## config.mk

```make
export PLATFORM = sky130hd
export DESIGN_NAME = program_loader_flat
export DESIGN_NICKNAME = d
export VERILOG_FILES = /design/src/rtl/program_loader_pkg.sv /design/src/rtl/program_loader_if.sv /design/src/rtl/program_loader_word_packer.sv /design/src/rtl/program_loader.sv /design/src/flat_wrapper.sv
export SDC_FILE = /design/constraint.sdc
export NUM_CORES = 1
export LEC_CHECK = 0
export ABC_AREA = 1
export CAP_MARGIN = 20
export CORE_UTILIZATION = 50
export DETAILED_ROUTE_END_ITERATION = 16
export PLACE_DENSITY = 0.8
export SLEW_MARGIN = 20
export SYNTH_ARGS = -nofsm -noshare
export SYNTH_HDL_FRONTEND = slang
export SYNTH_HIERARCHICAL = 1
export SYNTH_SLANG_ARGS = --single-unit
```

## constraint.sdc

```tcl
create_clock -name clk -period 2.95 [get_ports clk]
set_input_delay 0.59 -clock clk [delete_from_list [all_inputs] [get_ports clk]]
set_output_delay 0.59 -clock clk [all_outputs]
set_load 0.05 [all_outputs]
```

## src/rtl/program_loader_pkg.sv

```systemverilog
// ---------------------------------------------------------------------------
// program_loader_pkg
// Purpose : Shared definitions for the MIPS host-side program loader.
//           Holds the loader FSM state encoding and the host command bytes.
//           DebugUnit uses the same command bytes.
// Ports   : none (package)
// ---------------------------------------------------------------------------
package program_loader_pkg;

    // Host command bytes (ASCII)
    localparam logic [7:0] CMD_RUN  = 8'h52;  // 'R'
    localparam logic [7:0] CMD_DBG  = 8'h44;  // 'D'
    localparam logic [7:0] CMD_STEP = 8'h53;  // 'S'
    localparam logic [7:0] CMD_QUIT = 8'h51;  // 'Q'

    // Loader FSM states. Encodings 5 and 7 are unused.
    typedef enum logic [2:0] {
        WAIT_N  = 3'd0,
        RECEIVE = 3'd1,
        LOAD_PM = 3'd2,
        WAIT_OP = 3'd3,
        RUN     = 3'd4,
        DEBUG   = 3'd6
    } state_t;

    // A program length byte is legal when it is 1..depth inclusive.
    function automatic logic count_ok(input logic [7:0] n, input logic [7:0] depth);
        return (n != 8'd0) && (n <= depth);
    endfunction

endpackage

```

## src/rtl/program_loader_if.sv

```systemverilog
// ---------------------------------------------------------------------------
// program_loader_if
// Purpose : Bundles the signals between the loader and its neighbours:
//           the UART RX FIFO, MIPS2 program memory / pipeline control,
//           and DebugUnit.
// Signals : rx_empty  RX FIFO empty
//           rx_data   RX FIFO head byte (first-word fall-through)
//           halt      MIPS2 reports end of program
//           rd_uart   RX FIFO pop strobe
//           pm_wr     program-memory write enable
//           pm_addr   program-memory word address
//           pm_data   program-memory write data
//           cpu_en    pipeline clock-enable
//           debug     high while in single-step mode
//           run_done  1-cycle pulse when a free run ends
//           error     1-cycle pulse on an illegal instruction count
// Modports: master = loader side, slave = environment side
// ---------------------------------------------------------------------------
interface program_loader_if #(
    parameter int ADDR_W = 5
);
    logic              rx_empty;
    logic [7:0]        rx_data;
    logic              halt;
    logic              rd_uart;
    logic              pm_wr;
    logic [ADDR_W-1:0] pm_addr;
    logic [31:0]       pm_data;
    logic              cpu_en;
    logic              debug;
    logic              run_done;
    logic              error;

    modport master (
        input  rx_empty, rx_data, halt,
        output rd_uart, pm_wr, pm_addr, pm_data, cpu_en, debug, run_done, error
    );

    modport slave (
        output rx_empty, rx_data, halt,
        input  rd_uart, pm_wr, pm_addr, pm_data, cpu_en, debug, run_done, error
    );

endinterface

```

## src/rtl/program_loader_word_packer.sv

```systemverilog
// ---------------------------------------------------------------------------
// program_loader_word_packer
// Purpose : Assembles 32-bit instruction words from bytes arriving MSB first.
// Ports   : clk        system clock
//           rst_n      asynchronous reset, active-low
//           clear      restart assembly at byte 0
//           shift_en   a data byte is being consumed this cycle
//           byte_in    the byte being consumed
//           word       {previous three bytes, byte_in}
//           word_valid high in the cycle the 4th byte of a word is consumed
// ---------------------------------------------------------------------------
module program_loader_word_packer (
    input  logic        clk,
    input  logic        rst_n,
    input  logic        clear,
    input  logic        shift_en,
    input  logic [7:0]  byte_in,
    output logic [31:0] word,
    output logic        word_valid
);

    logic [1:0]  byte_cnt;
    logic [23:0] history;

    // The current byte is spliced in combinationally, so the full word is
    // available in the same cycle as its last byte and only the three
    // earlier bytes need storage.
    assign word       = {history, byte_in};
    assign word_valid = shift_en && (byte_cnt == 2'd3);

    // Byte counter wraps 3->0 naturally; history keeps the last three bytes.
    always_ff @(posedge clk or negedge rst_n) begin
        if (!rst_n) begin
            byte_cnt <= 2'd0;
            history  <= 24'd0;
        end else if (clear) begin
            byte_cnt <= 2'd0;
            history  <= 24'd0;
        end else if (shift_en) begin
            byte_cnt <= byte_cnt + 2'd1;
            history  <= {history[15:0], byte_in};
        end
    end

endmodule

```

## src/rtl/program_loader.sv

```systemverilog
// ---------------------------------------------------------------------------
// program_loader
// Purpose : Host-side front end of the MIPS pipeline. Reads a word count N
//           and N instruction words from the UART RX FIFO, writes them into
//           program memory, then obeys host commands: 'R' free-runs MIPS2
//           until halt, 'D' enters single-step mode ('S' steps, 'Q' leaves).
// Params  : PM_DEPTH  program-memory depth in words (1..255)
//           ADDR_W    program-memory word-address width (clog2(PM_DEPTH))
// Ports   : clk    system clock, rising edge
//           rst_n  asynchronous reset, active-low
//           bus    program_loader_if.master (RX FIFO, PM, MIPS2, DebugUnit)
// ---------------------------------------------------------------------------
module program_loader
    import program_loader_pkg::*;
#(
    parameter int PM_DEPTH = 32,
    parameter int ADDR_W   = 5
) (
    input  logic             clk,
    input  logic             rst_n,
    program_loader_if.master bus
);

    localparam logic [7:0] DEPTH_B = 8'(PM_DEPTH);

    state_t      state;
    logic [7:0]  n_words;
    logic [7:0]  word_idx;
    logic        cpu_en_q;
    logic        can_pop;
    logic        pop;
    logic        packer_clear;
    logic        packer_shift;
    logic [31:0] packed_word;
    logic        word_valid;

    // Only the states that listen to the host pop bytes; RUN leaves host
    // bytes queued in the FIFO until the run finishes.
    always_comb begin
        can_pop = 1'b0;
        case (state)
            WAIT_N, RECEIVE, WAIT_OP, DEBUG: can_pop = 1'b1;
            default:                         can_pop = 1'b0;
        endcase
    end

    assign pop          = can_pop && !bus.rx_empty;
    assign bus.rd_uart  = pop;

    // Halt must stop the pipeline in the very cycle it is reported, so the
    // registered enable is gated combinationally.
    assign bus.cpu_en   = cpu_en_q && !bus.halt;

    assign packer_clear = (state == WAIT_N) && pop && count_ok(bus.rx_data, DEPTH_B);
    assign packer_shift = (state == RECEIVE) && pop;

    program_loader_word_packer u_packer (
        .clk        (clk),
        .rst_n      (rst_n),
        .clear      (packer_clear),
        .shift_en   (packer_shift),
        .byte_in    (bus.rx_data),
        .word       (packed_word),
        .word_valid (word_valid)
    );

    // Main loader FSM with registered outputs. Pulse outputs default low
    // every cycle; the PM address/data hold their last written value.
    always_ff @(posedge clk or negedge rst_n) begin
        if (!rst_n) begin
            state        <= WAIT_N;
            n_words      <= 8'd0;
            word_idx     <= 8'd0;
            cpu_en_q     <= 1'b0;
            bus.pm_wr    <= 1'b0;
            bus.pm_addr  <= '0;
            bus.pm_data  <= 32'd0;
            bus.debug    <= 1'b0;
            bus.run_done <= 1'b0;
            bus.error    <= 1'b0;
        end else begin
            bus.pm_wr    <= 1'b0;
            bus.run_done <= 1'b0;
            bus.error    <= 1'b0;
            case (state)
                WAIT_N: begin
                    if (pop) begin
                        if (count_ok(bus.rx_data, DEPTH_B)) begin
                            n_words  <= bus.rx_data;
                            word_idx <= 8'd0;
                            state    <= RECEIVE;
                        end else begin
                            bus.error <= 1'b1;
                        end
                    end
                end
                RECEIVE: begin
                    if (word_valid) begin
                        bus.pm_wr   <= 1'b1;
                        bus.pm_addr <= word_idx[ADDR_W-1:0];
                        bus.pm_data <= packed_word;
                        state       <= LOAD_PM;
                    end
                end
                LOAD_PM: begin
                    word_idx <= word_idx + 8'd1;
                    if (word_idx + 8'd1 == n_words) begin
                        state <= WAIT_OP;
                    end else begin
                        state <= RECEIVE;
                    end
                end
                WAIT_OP: begin
                    if (pop) begin
                        if (bus.rx_data == CMD_RUN) begin
                            cpu_en_q <= 1'b1;
                            state    <= RUN;
                        end else if (bus.rx_data == CMD_DBG) begin
                            bus.debug <= 1'b1;
                            state     <= DEBUG;
                        end
                    end
                end
                RUN: begin
                    if (bus.halt) begin
                        cpu_en_q     <= 1'b0;
                        bus.run_done <= 1'b1;
                        state        <= WAIT_OP;
                    end
                end
                DEBUG: begin
                    // A step enables the pipeline for exactly one cycle,
                    // and is dropped if the program has already halted.
                    cpu_en_q <= 1'b0;
                    if (pop) begin
                        if ((bus.rx_data == CMD_STEP) && !bus.halt) begin
                            cpu_en_q <= 1'b1;
                        end else if (bus.rx_data == CMD_QUIT) begin
                            bus.debug <= 1'b0;
                            state     <= WAIT_OP;
                        end
                    end
                end
                default: begin
                    cpu_en_q  <= 1'b0;
                    bus.debug <= 1'b0;
                    state     <= WAIT_N;
                end
            endcase
        end
    end

endmodule

```

## src/flat_wrapper.sv

```systemverilog
// flat-port wrapper written by rule: the top's interface ports become plain ports
module program_loader_flat import program_loader_pkg::*;
#(
    parameter int PM_DEPTH = 32,
    parameter int ADDR_W   = 5
)
  (clk, rst_n, bus_rx_empty, bus_rx_data, bus_halt, bus_rd_uart, bus_pm_wr, bus_pm_addr, bus_pm_data, bus_cpu_en, bus_debug, bus_run_done, bus_error);
  program_loader_if #(.ADDR_W(ADDR_W)) bus_i ();
  input  logic clk;
  input  logic rst_n;
  input wire logic [$bits(bus_i.rx_empty)-1:0] bus_rx_empty;
  input wire logic [$bits(bus_i.rx_data)-1:0] bus_rx_data;
  input wire logic [$bits(bus_i.halt)-1:0] bus_halt;
  output wire logic [$bits(bus_i.rd_uart)-1:0] bus_rd_uart;
  output wire logic [$bits(bus_i.pm_wr)-1:0] bus_pm_wr;
  output wire logic [$bits(bus_i.pm_addr)-1:0] bus_pm_addr;
  output wire logic [$bits(bus_i.pm_data)-1:0] bus_pm_data;
  output wire logic [$bits(bus_i.cpu_en)-1:0] bus_cpu_en;
  output wire logic [$bits(bus_i.debug)-1:0] bus_debug;
  output wire logic [$bits(bus_i.run_done)-1:0] bus_run_done;
  output wire logic [$bits(bus_i.error)-1:0] bus_error;
  assign bus_i.rx_empty = bus_rx_empty;
  assign bus_i.rx_data = bus_rx_data;
  assign bus_i.halt = bus_halt;
  assign bus_rd_uart = bus_i.rd_uart;
  assign bus_pm_wr = bus_i.pm_wr;
  assign bus_pm_addr = bus_i.pm_addr;
  assign bus_pm_data = bus_i.pm_data;
  assign bus_cpu_en = bus_i.cpu_en;
  assign bus_debug = bus_i.debug;
  assign bus_run_done = bus_i.run_done;
  assign bus_error = bus_i.error;
  program_loader #(.PM_DEPTH(PM_DEPTH), .ADDR_W(ADDR_W)) u_core (.clk(clk), .rst_n(rst_n), .bus(bus_i));
endmodule
```

==> flow_metrics.py <==
metrics = {
    "timing": {
        "max_freq_ghz": 0.427,
        "slew_violations": 0,
        "slew_headroom": 0.490,
        "setup_viol": 0,
        "fin_skew_ns": 0.0120,
        "max_slew.worst_pin.slew_ns": 0.765,
        "finalSetupTns_ns": 0,
        "layout_min_cycle_time_ns": 2.34,
        "fin_crit_sh": 0.794,
        "hold_viol": 0,
        "rsz0062_at_grt": "no",
    },
    "worst_setup_path": {
        "arrival_ns": 2.60,
        "reg2reg_depth": 10,
        "slowest_delay_ns": 0.59,
        "critPathBufInv": 3,
        "crit_family": "buffers and inverters",
        "cp.required_ns": 3.21,
        "cp-end-kind": "flop",
        "r2r_setup_slack_ns": 0.88,
        "crit_chain": "clkdlybuf4s50_1, inv_2, nand2_1, nor2_2, nand2_1, a21oi_2, nand3_2, nor2_4, inv_4, nand3_1, nand2_1",
        "cp_slowest_cell": "clkdlybuf4s50_1",
        "critical_path_class": "primary input to flop",
        "path_common_cell": "nand2_1",
        "r2r_start": "u_core/state[2]",
        "worstSetupStartpointType": "primary input",
        "worst_r2r_endpoint": "u_core/bus.pm_data[4]",
        "cp_max_fo": 26,
    },
    "die": {
        "die_w_um": 93.7,
        "dieArea_um2": 8780,
        "fp.dieH_um": 93.7,
        "initial_core_util": 0.515,
        "rows": 33,
        "core-area_um2": 8180,
        "pin_count": 55,
    },
    "placed_design": {
        "place_congestion": 0.897,
        "dp_cells": 648,
        "post-dp-hpwl_um": 6050,
        "io_buffers": 54,
    },
    "grt": {
        "globalRouteOverflowTotal": 0,
        "antenna_found_initial": 0,
        "grt_max_degree": 88,
        "grt_pass1_vias": 3137,
        "track_usage": 0.219,
        "grt_pass1_wl_um": 14900,
    },
    "detailed_routing": {
        "wire_per_inst_um": 13.2,
        "ant_nets": 0,
        "drc_errors": 0,
        "vias": 3347,
        "drt_iter0_markers": 257,
        "vias_per_cell": 5.04,
        "dr.pass1.iters": 5,
        "routed_wl_um": 8770,
    },
    "cts": {
        "cts_made_buffers": 9,
        "cts_buffer_depth": 2,
        "ctsResizeCount": 0,
        "clk_latency_ns": 0.36,
        "clk_pin_slew_ns": 0.10,
        "cts_tree": "done",
        "clkSinkCount": 87,
        "post_cts_buffers": 0,
        "cts.htree.levels": 3,
        "cts_root_buffer": "clkbuf_8",
        "cts_hold_buffers": 0,
    },
    "layout": {
        "antenna_cells": 0,
        "final_nets": 568,
        "multi_input_area_um2": 1700,
        "final_cell_mix": "nand2_1, dfrtp_1, clkdlybuf4s50_1, nand3_1, inv_1",
        "seqCellArea_um2": 2180,
        "areaGrowthSynthToFinish_pct": 18.1,
        "final_common_cell": "nand2_1",
        "drive_gt1_frac": 0.131,
        "fill_cells": 720,
        "finalNonFillerCells": 664,
    },
    "synthesis": {
        "synth_edf_count": 0,
        "synthDistinctLibCells": 34,
        "ys_seq_area_frac": 0.518,
        "syn_avg_cell_area_um2": 8.28,
        "syn_area_um2": 4210,
        "synthCells": 508,
        "synth_nets": 522,
        "synth_ff_type": "dfrtp_1",
        "synthArstFlopShare": 1.00,
        "synth_seq_cells": 87,
        "synth-warning-count": 6,
    },
    "outcome": {
        "status": "finished, final reports clean",
    },
    "pwr": {
        "leakagePower_nw": 2.54,
        "p_per_area_nw_per_um2": 1030,
        "peakVddDrop_mv": 0.469,
    },
    "run": {
        "drv_cap": 0,
    },
    "min_path": {
        "hold_class": "primary input to async pin",
    },
}
worst register-to-register path: cells and delay by family, from the launching register on:
kind,cells,cell delay (ns)
buffers and inverters,4,0.79
AND/OR/NAND/NOR,6,0.61
flip-flops,1,0.56
layer usage:
metal,part of all wire,track usage,vias to the layer above
li1,-,-,1669
met1,0.48,0.324,1556
met2,0.45,0.314,105
met3,0.052,0.0437,17
met4,0.021,0.0872,0
met5,0,0,-
layout make-up:
class                           count  area share
Clock buffer                        9      0.0249
Sequential cell                    87       0.438
Multi-Input combinational cell    357       0.343
Tap cell                          105      0.0264
Timing Repair Buffer               58       0.119
Clock inverter                      7      0.0161
Inverter                           41      0.0320
logic make-up (layout without fill, tap and decap cells):
logic type                 Yosys count  count (layout)  synth area share
DFF                                 87              87             0.518
adders and majority gates            2               2           0.00595
xor gates and xnor gates             1               1           0.00208
AOI/OAI and AO/OA                   24              24            0.0348
buffers and inverters               64             115            0.0791
and+or+nand+nor                    330             330             0.361
registers in the layout, summed over array words and instances (netlist names):
register                  flops
u_core/bus.debug              1
u_core/cpu_en_q               1
u_core/n_words                8
u_core/bus.pm_addr            5
u_core/bus.error              1
u_core/state                  3
u_core/bus.pm_data           32
u_core/bus.run_done           1
u_core/u_packer/history      24
u_core/bus.pm_wr              1
u_core/u_packer/byte_cnt      2
u_core/word_idx               8
power by group:
part	internal, W	total [W]	switching, W
logic	0.000766	0.00229	0.00153
clock network	0.000403	0.000851	0.000448
registers	0.00162	0.00196	0.000340
stage by stage:
stage	hold slack, ns	worst slack (ns)	utilization	cell area [µm²]	power, W
final	0.252	0.608	0.608	4970	0.00510
after global routing	0.340	0.471	0.608	4970	0.00545
after CTS	0.459	0.648	0.607	4960	0.00513
after detailed placement	0.460	0.283	0.582	4760	0.00427
after global placement	0.457	0.325	0.582	4760	0.00419
after floorplan	0.294	1.02	-	4210	0.00360
how the worst max path moves through the flow:
stage / from / to / slack [ns] / cells after the start
after CTS: bus_rx_data[0] / u_core/u_packer/history[23] / 0.65 / 11
final: bus_rx_data[0] / u_core/u_packer/history[23] / 0.61 / 11
after floorplan: u_core/state[2] / u_core/bus.pm_data[10] / 1.02 / 13
after global placement: bus_rx_data[0] / u_core/u_packer/history[16] / 0.33 / 11
after global routing: bus_rx_data[0] / u_core/u_packer/history[23] / 0.47 / 11
after detailed placement: bus_rx_data[0] / u_core/u_packer/history[16] / 0.28 / 11
cells in the mapped netlist (2+ instances only):
cell type | number | area (µm²)
nand2_1 | 237 | 890
dfrtp_1 | 87 | 2180
nand3_1 | 30 | 150
inv_1 | 29 | 109
nand3_2 | 21 | 210
nor2_1 | 20 | 75.1
inv_2 | 9 | 33.8
o21ai_1 | 9 | 45.0
buf_4 | 8 | 60.1
buf_6 | 7 | 78.8
o21ai_0 | 6 | 30.0
nor2_4 | 5 | 56.3
o21ai_2 | 5 | 43.8
buf_2 | 4 | 20.0
nand4_1 | 4 | 25.0
clkbuf_1 | 3 | 11.3
nand3b_1 | 3 | 22.5
a21oi_1 | 2 | 10.0
ha_1 | 2 | 25.0
inv_4 | 2 | 12.5
nor3_1 | 2 | 10.0
Note: power is estimated with default switching activity, not from simulation.
